==> src/rtl/uart_tx_fifo.sv <==
// Bus-mapped UART transmitter: small byte FIFO feeding an 8E1 serial framer
// (start, 8 data LSB first, even parity, stop).
module uart_tx_fifo #(
  parameter int unsigned SPEED      = 86,
  parameter int unsigned FIFO_DEPTH = 4
) (
  input  logic        clk_i,
  input  logic        rst_i,
  input  logic [31:0] addr_i,
  input  logic        uart_req_i,
  input  logic        uart_we_i,
  input  logic [31:0] uart_data_i,
  output logic [31:0] uart_data_o,
  output logic        tx_o
);

  localparam int unsigned PW = (FIFO_DEPTH > 1) ? $clog2(FIFO_DEPTH) : 1;
  localparam int unsigned CW = PW + 1;
  localparam int unsigned BW = (SPEED > 0) ? $clog2(SPEED + 1) : 1;

  typedef enum logic [2:0] {
    S_IDLE,
    S_START,
    S_DATA,
    S_PARITY,
    S_STOP
  } state_e;

  state_e          state_q, state_d;
  logic [BW-1:0]   baud_q, baud_d;
  logic [2:0]      idx_q, idx_d;
  logic [7:0]      shift_q, shift_d;
  logic            parity_q, parity_d;
  logic            tx_q, tx_d;
  logic [7:0]      last_q;
  logic [PW-1:0]   wr_ptr_q, rd_ptr_q;
  logic [CW-1:0]   count_q;
  logic [7:0]      mem_q [FIFO_DEPTH];

  logic            full, busy, push, pop, bit_end;
  logic [7:0]      head;
  logic            unused_data;

  assign unused_data = ^uart_data_i[31:8];

  assign full    = (count_q == CW'(FIFO_DEPTH));
  assign busy    = (state_q != S_IDLE) || (count_q != '0);
  assign push    = uart_req_i && uart_we_i && (addr_i == 32'h0) && !full;
  assign pop     = (state_q == S_IDLE) && (count_q != '0);
  assign head    = mem_q[rd_ptr_q];
  assign bit_end = (baud_q == BW'(SPEED));
  assign tx_o    = tx_q;

  // FIFO storage carries no reset; validity is tracked by count_q
  always_ff @(posedge clk_i) begin
    if (push) mem_q[wr_ptr_q] <= uart_data_i[7:0];
  end

  always_ff @(posedge clk_i or posedge rst_i) begin
    if (rst_i) begin
      wr_ptr_q <= '0;
      rd_ptr_q <= '0;
      count_q  <= '0;
      last_q   <= '0;
    end else begin
      if (push) begin
        wr_ptr_q <= wr_ptr_q + PW'(1);
        last_q   <= uart_data_i[7:0];
      end
      if (pop) rd_ptr_q <= rd_ptr_q + PW'(1);
      case ({push, pop})
        2'b10:   count_q <= count_q + CW'(1);
        2'b01:   count_q <= count_q - CW'(1);
        default: count_q <= count_q;
      endcase
    end
  end

  always_ff @(posedge clk_i or posedge rst_i) begin
    if (rst_i) begin
      state_q  <= S_IDLE;
      baud_q   <= '0;
      idx_q    <= '0;
      shift_q  <= '0;
      parity_q <= 1'b0;
      tx_q     <= 1'b1;
    end else begin
      state_q  <= state_d;
      baud_q   <= baud_d;
      idx_q    <= idx_d;
      shift_q  <= shift_d;
      parity_q <= parity_d;
      tx_q     <= tx_d;
    end
  end

  // Line level is derived from the current state and registered one cycle later
  always_comb begin
    state_d  = state_q;
    baud_d   = bit_end ? '0 : baud_q + BW'(1);
    idx_d    = idx_q;
    shift_d  = shift_q;
    parity_d = parity_q;
    tx_d     = 1'b1;
    case (state_q)
      S_IDLE: begin
        baud_d = '0;
        if (pop) begin
          shift_d  = head;
          parity_d = ^head;
          idx_d    = '0;
          state_d  = S_START;
        end
      end
      S_START: begin
        tx_d = 1'b0;
        if (bit_end) state_d = S_DATA;
      end
      S_DATA: begin
        tx_d = shift_q[0];
        if (bit_end) begin
          shift_d = {1'b0, shift_q[7:1]};
          idx_d   = idx_q + 3'd1;
          if (idx_q == 3'd7) state_d = S_PARITY;
        end
      end
      S_PARITY: begin
        tx_d = parity_q;
        if (bit_end) state_d = S_STOP;
      end
      S_STOP: begin
        tx_d = 1'b1;
        if (bit_end) state_d = S_IDLE;
      end
      default: begin
        state_d = S_IDLE;
        baud_d  = '0;
      end
    endcase
  end

  always_comb begin
    uart_data_o = 32'h0;
    if (uart_req_i && !uart_we_i) begin
      case (addr_i)
        32'h00:  uart_data_o = {24'h0, last_q};
        32'h04:  uart_data_o = {31'h0, full};
        32'h08:  uart_data_o = {31'h0, busy};
        32'h0C:  uart_data_o = 32'(count_q);
        32'h10:  uart_data_o = {31'h0, parity_q};
        default: uart_data_o = 32'h0;
      endcase
    end
  end

endmodule

==> config.mk <==
export PLATFORM = sky130hd
export DESIGN_NAME = uart_tx_fifo
export DESIGN_NICKNAME = d
export VERILOG_FILES = /design/src/rtl/uart_tx_fifo.sv
export SDC_FILE = /design/constraint.sdc
export NUM_CORES = 1
export LEC_CHECK = 0
export BUFFER_PORTS_ARGS = -buffer_cell sky130_fd_sc_hd__buf_2
export CORE_UTILIZATION = 48
export DETAILED_ROUTE_END_ITERATION = 16
export GPL_TIMING_DRIVEN = 0
export PLACE_DENSITY = 0.81
export SLEW_MARGIN = 10
export SYNTH_ARGS = -nofsm -noshare
export SYNTH_HDL_FRONTEND = slang
export SYNTH_SLANG_ARGS = --single-unit
==> constraint.sdc <==
create_clock -name clk_i -period 3.1 [get_ports clk_i]
set_input_delay 0.465 -clock clk_i [delete_from_list [all_inputs] [get_ports clk_i]]
set_output_delay 0.465 -clock clk_i [all_outputs]
set_load 0.05 [all_outputs]
==> qor.yml <==
place:
  portBuffers: 52
  post-place-ws_ps: 305
  globalplace.congestion: 0.809
  place_hpwl_mm: 4.51
drt:
  drt.antenna.violating_nets: 0
  avgRoutedWirePerCell_um: 13.5
  routed.top_layer: "met4"
  vias_per_cell: 4.83
  wl_met2_mm: 3.12
  routed_wl_mm: 6.20
  drt_pre_antenna_iters: 5
  drc: 0
  drt-met1-wl_mm: 2.68
  wl_met3_um: 341
  vias: 2216
  drt_iter0_drc: 134
critical_path:
  crit_type: "register to output pin"
  end_kind: "output pin"
  cp_data_arrival_time_ps: 2230
  cp-start-kind: "register"
  crit_required_ps: 2630
  crit_path_cell_trace: "or4b_2 > o21ai_0 > a222oi_1 > o22ai_1 > and3b_1 > buf_2"
  slowest_delay_ps: 670
  critPathSlowestCell: "or4b_2"
  crit_fanout: 6
power_and_ir_drop:
  p_leak_nw: 1.86
  intPower_mw: 1.41
  p_switching_uw: 433
  seqPwrFrac_pct: 52.8
  comb_power_share_pct: 7.7
  p_clk_share_pct: 39.5
  ir_worst_vdd_uv: 220
  netSwitchingFraction_pct: 23.5
  p_per_area_mw_per_mm2: 450
global_route:
  antenna_found_initial: 0
  track_usage_pct: 18.5
  grt_pass1_vias: 2179
  overflow: 0
  grt_max_degree: 39
  grt_pass1_wl_mm: 10.2
clock_tree:
  clk_latency_ps: 340
  htreeDepth: 3
  cts_resized: 0
  post_cts_buffers: 0
  cts_buffers: 9
  cts_tree: "built"
  clock_path_buffers: 2
  path_clk_slew_ps: 80
  clock_sinks: 70
  cts-root-buf: "clkbuf_8"
  holdBufCountCts: 0
synthesis:
  ys_ff_latch: 70
  yosys.area_share.adder_pct: 3.88
  synth_async_sr_flop_share_pct: 54.3
  yosys_most_used_dff: "dfrtp_1"
  synth_top_family_by_area: "simple AND/OR/NAND/NOR gates"
  ys_seq_area_share_pct: 56.0
  muxShareOfSynthArea_pct: 10.6
  synth_top_area_share_pct: 28.1
  yosys.area_share.simple_pct: 11.8
  synth_area_leaders: "edfxtp_1 28%, dfrtp_1 27%, buf_4 5.5%, mux4_2 5.3%, xnor2_1 3.3%"
  ys_types: 44
  synthCells: 272
  ys_warn_count: 0
  avgSynthCellArea_um2: 12.6
  yosysTopAreaCell: "edfxtp_1"
  syn_area_mm2: 0.00341
  synth_edf_count: 32
  synth-compound-area-share_pct: 4.54
  synth_xor_area_share_pct: 4.87
finish:
  mostFrequentLayoutCells: "56 x buf_2, 37 x dfrtp_1, 32 x edfxtp_1"
  final_util_pct: 59.7
  final_common_cell: "buf_2"
  finalNetCount: 436
  antennaDiodeCount: 0
  drive_above_1_share_pct: 33.6
  area_delta_synth_final_pct: 19.5
timing:
  finClkSkew_ps: 12.3
  tns_ps: 0
  setup_ws_ps: 401
  relSlewSlack_pct: 46.8
  finalMaxSlewViolations: 0
  finalCritPeriodShare_pct: 87.1
  rsz0062_at_grt: "no"
  layout_min_cycle_time_ps: 2700
  fmax_ghz: 0.370
  setup_viol: 0
  tightest_slew_ps: 797
  hold_violations: 0
min_path:
  worstHoldPathType: "input port to asynchronous set/reset pin"
floorplanning:
  start_util_pct: 50.0
  die_x_um: 86.3
  die_y_um: 86.3
  core.rowCount: 30
  die_area_mm2: 0.00745
  io_pins: 101
  core_area_mm2: 0.00683
outcome:
  status: "complete, no violations"
flow_run:
  cap_violations: 0
-- through the flow --
stage	hold slack, ps	cells	total power [mW]	area (um^2)
finish	269	459	1.84	4080
global route	348	459	1.90	4080
CTS	292	459	1.85	4080
detailed placement	469	443	1.13	3880
global placement	460	443	1.13	3880
floorplan	443	295	1.09	3500
-- critical path: cells and delay by family, from the launching register on --
kind                   cells  cell delay (ps)
AOI/OAI and AO/OA          3              350
buffers and inverters      1              250
DFF                        1              450
and+or+nand+nor            2              840
-- routing by layer --
metal,GRT usage (%),up-vias
met4,7.58,0
met2,31.9,92
met3,4.19,6
met1,22.5,1030
met5,0,-
li1,-,1088
-- final cells by class --
type | count | area, um^2
clock buffers | 10 | 138
well taps | 96 | 120
inverters | 10 | 37.5
repair buffers | 52 | 260
flip-flops and latches | 70 | 1910
fillers | 548 | 2750
clock inverters | 6 | 61.3
plain buffers | 34 | 243
multi-input cells | 181 | 1310
-- sequential cells by signal (all words and copies together), names as in the netlist --
register and flops:
baud_q 7, idx_q 3, mem_q 32, rd_ptr_q 2
state_q 3, wr_ptr_q 2, shift_q 8, parity_q 1
tx_o 1, count_q 3, last_q 8
-- synthesized netlist by cell type, types with 2 or more instances --
cell / number
a21oi_1: 6
and2_1: 6
and3_1: 7
buf_2: 4
buf_4: 25
buf_6: 2
clkbuf_1: 2
dfrtp_1: 37
edfxtp_1: 32
ha_1: 9
inv_1: 10
mux2_2: 9
mux2i_1: 8
mux4_2: 8
nand2_1: 20
nand3_1: 6
nand4_1: 2
nor2_1: 19
nor3_1: 2
nor4_1: 7
o21ai_0: 10
o22ai_1: 2
xnor2_1: 13
xor2_1: 6
-- worst paths after layout --
| path | from | endpoint | slack (ps) | cells after the start |
|---|---|---|---|---|
| max | count_q[0]$_DFFE_PP0P_ | uart_data_o[0] | 400 | 6 |
| min | rst_i | baud_q[2]$_DFF_PP0_ | 270 | 2 |
| max reg2reg | count_q[0]$_DFFE_PP0P_ | count_q[2]$_DFFE_PP0P_ | 600 | 12 |
| min reg2reg | shift_q[6]$_DFFE_PP0P_ | shift_q[6]$_DFFE_PP0P_ | 480 | 2 |
| max in group asynchronous | rst_i | baud_q[5]$_DFF_PP0_ | 2310 | 2 |
| min in group clk_i | uart_data_i[7] | mem_q[2][7]$_DFFE_PP_ | 370 | 1 |
-- power by group through the flow --
stage | Combinational (mW) | Clock (mW) | Sequential (mW)
6_report | 0.142 | 0.726 | 0.971
5_1_grt | 0.152 | 0.782 | 0.970
4_1_cts | 0.141 | 0.739 | 0.971
3_5_place_dp | 0.141 | 0 | 0.990
3_3_place_gp | 0.139 | 0 | 0.990
2_1_floorplan | 0.101 | 0 | 0.990
-- cell families after synthesis --
| family | Yosys count |
|---|---|
| muxes | 25 |
| and+or+nand+nor | 78 |
| DFF | 70 |
| xor gates and xnor gates | 19 |
| other | 1 |
| AOI/OAI and AO/OA | 25 |
| adders and majority gates | 10 |
| buffers and inverters | 44 |
(Power assumes the default switching activity.)
